`config.mk`:
```
export PLATFORM = sky130hd
export DESIGN_NAME = result_drain_streamer
export DESIGN_NICKNAME = d
export VERILOG_FILES = /design/src/rtl/npu_pkg.sv /design/src/rtl/result_requant.sv /design/src/rtl/result_drain_streamer.sv
export SDC_FILE = /design/constraint.sdc
export NUM_CORES = 2
export LEC_CHECK = 0
export CAP_MARGIN = 20
export CORE_AREA = 2 2 635 637
export DETAILED_ROUTE_END_ITERATION = 10
export DIE_AREA = 0 0 637 639
export MAX_ROUTING_LAYER = met4
export PLACE_DENSITY_LB_ADDON = 0.25
export SETUP_SLACK_MARGIN = 0.3
export SYNTH_ARGS = -nofsm -noshare
export SYNTH_HDL_FRONTEND = slang
export SYNTH_SLANG_ARGS = --single-unit
```
`constraint.sdc`:
```
create_clock -name clk -period 12.65 [get_ports clk]
set_input_delay 2.53 -clock clk [delete_from_list [all_inputs] [get_ports clk]]
set_output_delay 2.53 -clock clk [all_outputs]
set_load 0.005 [all_outputs]
```
`src/rtl/npu_pkg.sv`:
```
// Shared types and dimensions for the systolic-array result drain path.
package npu_pkg;

  localparam int unsigned N     = 10;
  localparam int unsigned IN_W  = 16;
  localparam int unsigned NN    = N * N;
  localparam int unsigned IDX_W = $clog2(NN);

  typedef enum logic {
    IDLE,
    STREAM
  } drain_state_t;

  typedef logic signed [IN_W-1:0] elem_t;

endpackage

```
`src/rtl/result_requant.sv`:
```
// Combinational requantizer: arithmetic shift, optional ReLU, saturate to OUT_W.
module result_requant #(
  parameter int unsigned IN_W    = 16,
  parameter int unsigned OUT_W   = 8,
  parameter int unsigned SHIFT   = 0,
  parameter bit          RELU_EN = 1'b1
) (
  input  logic signed [IN_W-1:0]  in_i,
  output logic        [OUT_W-1:0] out_o,
  output logic                    clip_o
);

  localparam logic signed [IN_W-1:0] MAX_V = IN_W'((1 << (OUT_W - 1)) - 1);
  localparam logic signed [IN_W-1:0] MIN_V = IN_W'(-(1 << (OUT_W - 1)));

  logic signed [IN_W-1:0] sh;
  logic                   hi;
  logic                   lo;

  always_comb begin
    sh = in_i >>> SHIFT;
    if (RELU_EN && sh[IN_W-1]) begin
      sh = '0;
    end
    hi     = (sh > MAX_V);
    lo     = (sh < MIN_V);
    clip_o = hi | lo;
    if (hi) begin
      out_o = OUT_W'(MAX_V);
    end else if (lo) begin
      out_o = OUT_W'(MIN_V);
    end else begin
      out_o = sh[OUT_W-1:0];
    end
  end

endmodule

```
`src/rtl/result_drain_streamer.sv`:
```
// Snapshots the NxN result matrix on done rising edge and streams requantized
// elements row-major over valid/ready, tracking overruns and clipped elements.
module result_drain_streamer
  import npu_pkg::*;
#(
  parameter int unsigned OUT_W   = 8,
  parameter int unsigned SHIFT   = 0,
  parameter bit          RELU_EN = 1'b1
) (
  input  logic                              clk,
  input  logic                              rst,
  input  logic                              done,
  input  logic [N-1:0][N-1:0][IN_W-1:0]     A_result,
  input  logic                              clr,
  output logic                              m_valid,
  input  logic                              m_ready,
  output logic [OUT_W-1:0]                  m_data,
  output logic [3:0]                        m_row,
  output logic [3:0]                        m_col,
  output logic                              m_last,
  output logic                              busy,
  output logic                              frame_done,
  output logic                              overrun,
  output logic [6:0]                        sat_count
);

  localparam logic [IDX_W-1:0] IDX_LAST = IDX_W'(NN - 1);
  localparam logic [3:0]       POS_MAX  = 4'(N - 1);

  drain_state_t     state_q, state_d;
  logic             done_q;
  elem_t            mat_q [N][N];
  logic [IDX_W-1:0] idx_q, idx_d;
  logic [3:0]       row_q, row_d, col_q, col_d;
  logic             valid_q, valid_d, last_q, last_d, busy_q, busy_d;
  logic             fd_q, fd_d, ovr_q, ovr_d;
  logic [OUT_W-1:0] data_q;
  logic             clip_q;
  logic [6:0]       sat_q, sat_d;

  logic             rise, hs, capture, ld_out;
  elem_t            rq_in;
  logic [OUT_W-1:0] rq_out;
  logic             rq_clip;

  assign rise = done & ~done_q;
  assign hs   = valid_q & m_ready;

  always_comb begin
    state_d = state_q;
    idx_d   = idx_q;
    row_d   = row_q;
    col_d   = col_q;
    valid_d = valid_q;
    last_d  = last_q;
    busy_d  = busy_q;
    fd_d    = 1'b0;
    capture = 1'b0;
    ld_out  = 1'b0;
    case (state_q)
      IDLE: begin
        if (rise) begin
          capture = 1'b1;
          ld_out  = 1'b1;
          state_d = STREAM;
          idx_d   = '0;
          row_d   = '0;
          col_d   = '0;
          valid_d = 1'b1;
          busy_d  = 1'b1;
          last_d  = 1'b0;
        end
      end
      STREAM: begin
        if (hs) begin
          if (last_q) begin
            state_d = IDLE;
            valid_d = 1'b0;
            busy_d  = 1'b0;
            last_d  = 1'b0;
            fd_d    = 1'b1;
          end else begin
            ld_out = 1'b1;
            idx_d  = idx_q + 1'b1;
            if (col_q == POS_MAX) begin
              col_d = '0;
              row_d = row_q + 1'b1;
            end else begin
              col_d = col_q + 1'b1;
            end
            last_d = (idx_d == IDX_LAST);
          end
        end
      end
      default: state_d = IDLE;
    endcase

    // The capture edge writes the buffer, so the first element bypasses it.
    rq_in = capture ? elem_t'(A_result[0][0]) : mat_q[row_d][col_d];

    ovr_d = ovr_q;
    if (rise && busy_q) begin
      ovr_d = 1'b1;
    end else if (clr) begin
      ovr_d = 1'b0;
    end

    sat_d = sat_q;
    if (hs && clip_q) begin
      if (sat_q != '1) begin
        sat_d = sat_q + 1'b1;
      end
    end else if (clr) begin
      sat_d = '0;
    end
  end

  result_requant #(
    .IN_W   (IN_W),
    .OUT_W  (OUT_W),
    .SHIFT  (SHIFT),
    .RELU_EN(RELU_EN)
  ) u_requant (
    .in_i  (rq_in),
    .out_o (rq_out),
    .clip_o(rq_clip)
  );

  always_ff @(posedge clk) begin
    if (capture) begin
      for (int unsigned r = 0; r < N; r++) begin
        for (int unsigned c = 0; c < N; c++) begin
          mat_q[r][c] <= A_result[r][c];
        end
      end
    end
  end

  always_ff @(posedge clk or negedge rst) begin
    if (!rst) begin
      state_q <= IDLE;
      done_q  <= 1'b0;
      idx_q   <= '0;
      row_q   <= '0;
      col_q   <= '0;
      valid_q <= 1'b0;
      last_q  <= 1'b0;
      busy_q  <= 1'b0;
      fd_q    <= 1'b0;
      ovr_q   <= 1'b0;
      data_q  <= '0;
      clip_q  <= 1'b0;
      sat_q   <= '0;
    end else begin
      state_q <= state_d;
      done_q  <= done;
      idx_q   <= idx_d;
      row_q   <= row_d;
      col_q   <= col_d;
      valid_q <= valid_d;
      last_q  <= last_d;
      busy_q  <= busy_d;
      fd_q    <= fd_d;
      ovr_q   <= ovr_d;
      sat_q   <= sat_d;
      if (ld_out) begin
        data_q <= rq_out;
        clip_q <= rq_clip;
      end
    end
  end

  assign m_valid    = valid_q;
  assign m_data     = data_q;
  assign m_row      = row_q;
  assign m_col      = col_q;
  assign m_last     = last_q;
  assign busy       = busy_q;
  assign frame_done = fd_q;
  assign overrun    = ovr_q;
  assign sat_count  = sat_q;

endmodule
```
Word level (Yosys, flattened, before mapping). Memories as Yosys holds them, arrays and structs flattened. Cells that the tools add are included. Widths: inputs -> output; s select.

Register bits after elaboration: 37. RAM bits: 1600. Output and inout port bits: 28. Logic and storage cells: 88. Memories kept: 1.

Add/sub/neg operators: 4. $lt $le $gt $ge: 3. Eq/ne operators: 8. Multiplexer cells: 46. Bitwise logic cells: 6. Reduce and logical (&&, ||, !) cells: 8.

Memories: mat_q (words 10, width 160, rd ports 1, clocked after memory_dff 0, write ports 10, line result_drain_streamer.sv:32) `elem_t mat_q [N][N];`.

Operator list (number): $bmux 16 s4 (1); $mux 16 (3); $mux 7 (6); $mux 4 (8); $mux 1 (18); $gt 16x8->1 const B (1); $lt 16x8->1 const B (1); $mux 8 (2); $pmux 4 s2 (2); $mux 15 (1); $add 7x1->7 const B (2); $pmux 7 s2 (1); $add 4x1->4 const B (2); $pmux 1 s2 (4); $eq 7x7->1 const B (1); $ne 7x7->1 const B (1); $ne 2x1->1 const B (3); $reduce_and 3->1 (2); $ge 5x5->1 const B (1); $not 4->5 (1); $eq 4x4->1 const B (1); $ne 2x2->1 const B (2); $reduce_and 2->1 (2); $reduce_bool 2->1 (2); other kinds (4) (7).

Longest topological paths before layout.
Depth after elaboration: 14. Mapped depth: 20. Gate-level depth less buffers: 13.

Modules after synthesis. A second synthesis with hierarchy kept.

Cell total of the unflattened synthesis: 4426. Area total of the unflattened synthesis: 65162.5 um^2.

Modules (own cells, without submodules): result_drain_streamer (times used 1, cells each 4406, area an instance 65047.4 um^2, seq. area each 48972.0 um^2); result_requant (times used 1, cells each 20, area an instance 115.1 um^2, seq. area each 0.0 um^2).

Worst setup path before layout. No wires, ideal clock.

Path type: input to register. Start point: input port done. End point: register data_q[0], in the netlist m_data[0]. Library setup time: 0.145 ns. Arrival time: 15.658 ns. Data required time: 12.505 ns. Setup slack: -3.153 ns. Stages on the path: 15. Buffers on the path: 3. Cell sequence: or3b_1 buf_2 clkinv_4 a211oi_4 nor2_8 buf_6 buf_6 a211oi_1 a31o_2 a311oi_1 a31o_2 a311oi_1 nor4b_2 o22ai_2 nand4_1.

Elaborated cells on any way between the ends: 19. Classes of those cells: order compare: 2; mux: 14; bitwise: 2; memory: 1.

RTL lines: start, declared (line result_drain_streamer.sv:12) `input logic done,`; $and 1x1->1 * (line result_drain_streamer.sv:46) `assign rise = done & ~done_q;`; $mux 1 * (line result_drain_streamer.sv:62) `if (rise) begin`; $mux 1 * (line result_drain_streamer.sv:60) `case (state_q)`; via capture (line result_drain_streamer.sv:41) `logic rise, hs, capture, ld_out;`; $mux 16 * (line result_drain_streamer.sv:99) `rq_in = capture ? elem_t'(A_result[0][0]) : mat_q[row_d][col_d];`; $mux 15 * (line result_requant.sv:22) `if (RELU_EN && sh[IN_W-1]) begin`; $lt 16x8->1 (line result_requant.sv:26) `lo = (sh < MIN_V);`; $mux 8 (line result_requant.sv:30) `end else if (lo) begin`; $mux 8 * (line result_requant.sv:28) `if (hi) begin`; end signal, assigned (line result_drain_streamer.sv:167) `data_q <= rq_out;`; end, declared (line result_drain_streamer.sv:37) `logic [OUT_W-1:0] data_q;`.

The timed path passes the listed nets; every way through them passes the cells marked *. The select of a mux whose other input is x is not followed. A chain may end at the register's enable or synchronous reset.

Final worst setup path.
Start point: input port done. End point: register data_q[4], in the netlist m_data[4].

The elaborated chain is that of the path after synthesis.

==> out/qor.yml <==
outcome: "finished, final reports clean"
finalWirelength_um: 387700
syn_nets: 5905
routedWlPerCell_um: 33.51
crit_buf_inv: 5
min_path_type: "register to register"
avgSynthCellArea_sq_um: 14.94
instances_no_fill: 11570
netlist_top_cells_area: "edfxtp_1, nand2_1, a211oi_1"
crit_path_max_incr_delay_ns: 0.90
core_sq_um: 400900
finalNetCount: 7598
max_freq_mhz: 117.5
ir_drop_v: 0.0001615
grt_usage_pct: 18.77
whs_path_depth: 1
start_kind: "primary input"
synth_area_sq_um: 64170
vias: 48260
grt.overflow.total: 0
die_h_um: 639
holdWs_ns: 0.5322
synth_ff_type: "edfxtp_1"
synth_edf_count: 1600
die-area_sq_um: 407000
htreeDepth: 4
final_area_sq_um: 94020
crit_family: "compound AO/OA/AOI/OAI gates"
area_growth_pct: 46.52
grt_pass1_wl_um: 492600
io_pins: 1633
slowest_stage: "nor4_1"
min_period_over_period_pct: 67.29
routabilityCongestion: 0.8876
path_max_fanout: 82
critPathRequiredTime_ns: 13.34
cp_cell_sequence: "clkdlybuf4s50_1, or3b_2, buf_4, clkinv_16, a211oi_4, nor2_8, inv_16, buf_4, mux2i_1, nand4_1, a211o_1, a211o_1, nor4_1, o221ai_1, o2111ai_4, nand4_1"
grt-busiest-layer: "met2"
syn_inst: 4296
pre_cts_ws_ns: 3.101
hold_viol: 0
grt_pass1_vias: 48370
portBuffers: 1632
yosys.cell_types.count: 91
drive_gt1_share_pct: 8.187
avgViaCountPerCell: 4.172
skew_ns: 0.08353
setup_viol_count_final: 0
cp.depth: 16
yosys.area.top_type_share_pct: 74.87
rsz0062_at_grt: "false"
slew_violations: 0
cap_violations: 0
drc: 0
dpl_cell_area_sq_um: 87070
fp-row-count: 233
cp_data_arrival_time_ns: 9.20
yosysWarnings: 0
total_power_mw: 17.68
ctsHoldBuffers: 0
clk_pin_slew_ns: 0.06
start_util_pct: 16.01
final_cell_mix: "clkdlybuf4s50_1, edfxtp_1, nand2_1"
setup_ws_ns: 4.138
synth_area_leader_cell: "edfxtp_1"
synth_seq_cells: 1637
async_flop_share_pct: 2.260
leakage_nw: 30.35
cts_resized: 0
dr.pass1.iters: 6
grtUsageMet1_pct: 23.59
grt_max_degree: 166
tightest_slew_ns: 1.169
grtUsageMet2_pct: 30.72
clk_path_buf_depth: 4
postCtsSetupBuffers: 0
end_kind: "register"
setup_tns_ns: 0
seq_area_frac_synth_pct: 76.31
cts-buffers-inserted: 202
criticalPathCategory: "primary input to register"
dpl.cell_count: 11070
chipWidth_um: 637
max-slew-margin-rel_pct: 19.81
powerDensity_nw_per_um2: 188.0
final_util_pct: 23.46
dp_hpwl_um: 300800
cts_sinks: 1637
cts_tree: "built"
drtIter0Drc: 4887
period_needed_ns: 8.512
ant_nets: 0
met3_usage_pct: 4.276
reg2reg_depth: 15
cts_root_buf: "clkbuf_16"
clk_latency_ns: 0.93
antenna_found_initial: 241
final_common_cell: "clkdlybuf4s50_1"
cell usage after synthesis (34+ instances only):
cell	count
nor4_1	42
a311oi_1	105
o22ai_1	57
nor2_1	70
a21oi_1	68
buf_4	34
edfxtp_1	1600
clkbuf_1	110
nor3_1	133
o21ai_0	98
a211oi_1	226
mux2i_1	85
nand3_1	132
buf_2	100
dfrtp_1	37
nand2_1	740
and3_1	209
a31oi_1	157
worst register-to-register path: stages (launching register included):
cell	delay [ns]
dfrtp_1	0.56
or3b_2	0.20
buf_4	0.36
clkinv_16	0.33
a211oi_4	0.88
nor2_8	0.19
inv_16	0.29
buf_4	0.81
mux2i_1	0.38
nand4_1	0.12
a211o_1	0.38
a211o_1	0.33
nor4_1	0.90
o221ai_1	0.45
o2111ai_4	0.30
nand4_1	0.19
worst paths after layout:
check / from / end / slack (ns)
max: done / m_data[4]$_DFFE_PN0P_ / 4.14
min: sat_count[5]$_DFFE_PN0P_ / sat_count[5]$_DFFE_PN0P_ / 0.53
max reg2reg: state_q$_DFF_PN0_ / m_data[4]$_DFFE_PN0P_ / 5.79
min reg2reg: sat_count[5]$_DFFE_PN0P_ / sat_count[5]$_DFFE_PN0P_ / 0.53
max in group asynchronous: rst / busy$_DFFE_PN0P_ / 10.37
min in group asynchronous: rst / m_data[6]$_DFFE_PN0P_ / 1.67
metal layers:
layer,part of all wire (%),up-vias
met3,7.0,503
met5,0,-
met2,48,2468
li1,-,20490
met4,2.1,0
met1,43,24800
report_power, final:
part | total [mW] | switching [mW] | leakage, nW | internal (mW)
clock network | 5.95 | 2.56 | 3.21 | 3.39
registers | 6.05 | 0.0653 | 14.8 | 5.98
logic | 5.68 | 4.00 | 12.3 | 1.68
registers in the layout (all words and copies together), names as in the netlist:
register	flops
done_q	1
idx_q	7
m_row	4
state_q	1
overrun	1
busy	1
frame_done	1
sat_count	7
m_col	4
clip_q	1
mat_q	1600
m_last	1
m_data	8
final cells by class:
cell class / count / area, sq um
clock inverters: 133 / 1310
clock buffers: 238 / 5233
diodes: 125 / 312.8
repair buffers: 1780 / 17670
flip-flops and latches: 1637 / 48970
fillers: 42060 / 306800
inverters: 14 / 117.6
multi-input cells: 2354 / 13790
well taps: 5287 / 6615
kinds of logic (layout without fill, tap and decap cells):
family / Yosys count / in the layout / synth area share, %
AO/OA/AOI/OAI: 852 / 852 / 9.376
XOR/XNOR: 1 / 1 / 0.01365
adder cells (fa/ha/maj): 4 / 4 / 0.07799
buffers and inverters: 305 / 2165 / 2.507
flip-flops: 1637 / 1637 / 76.31
multiplexers: 93 / 93 / 1.501
other: 0 / 125 / 0
AND/OR/NAND/NOR: 1404 / 1404 / 10.21
Note: power is estimated with default switching activity, not from simulation.
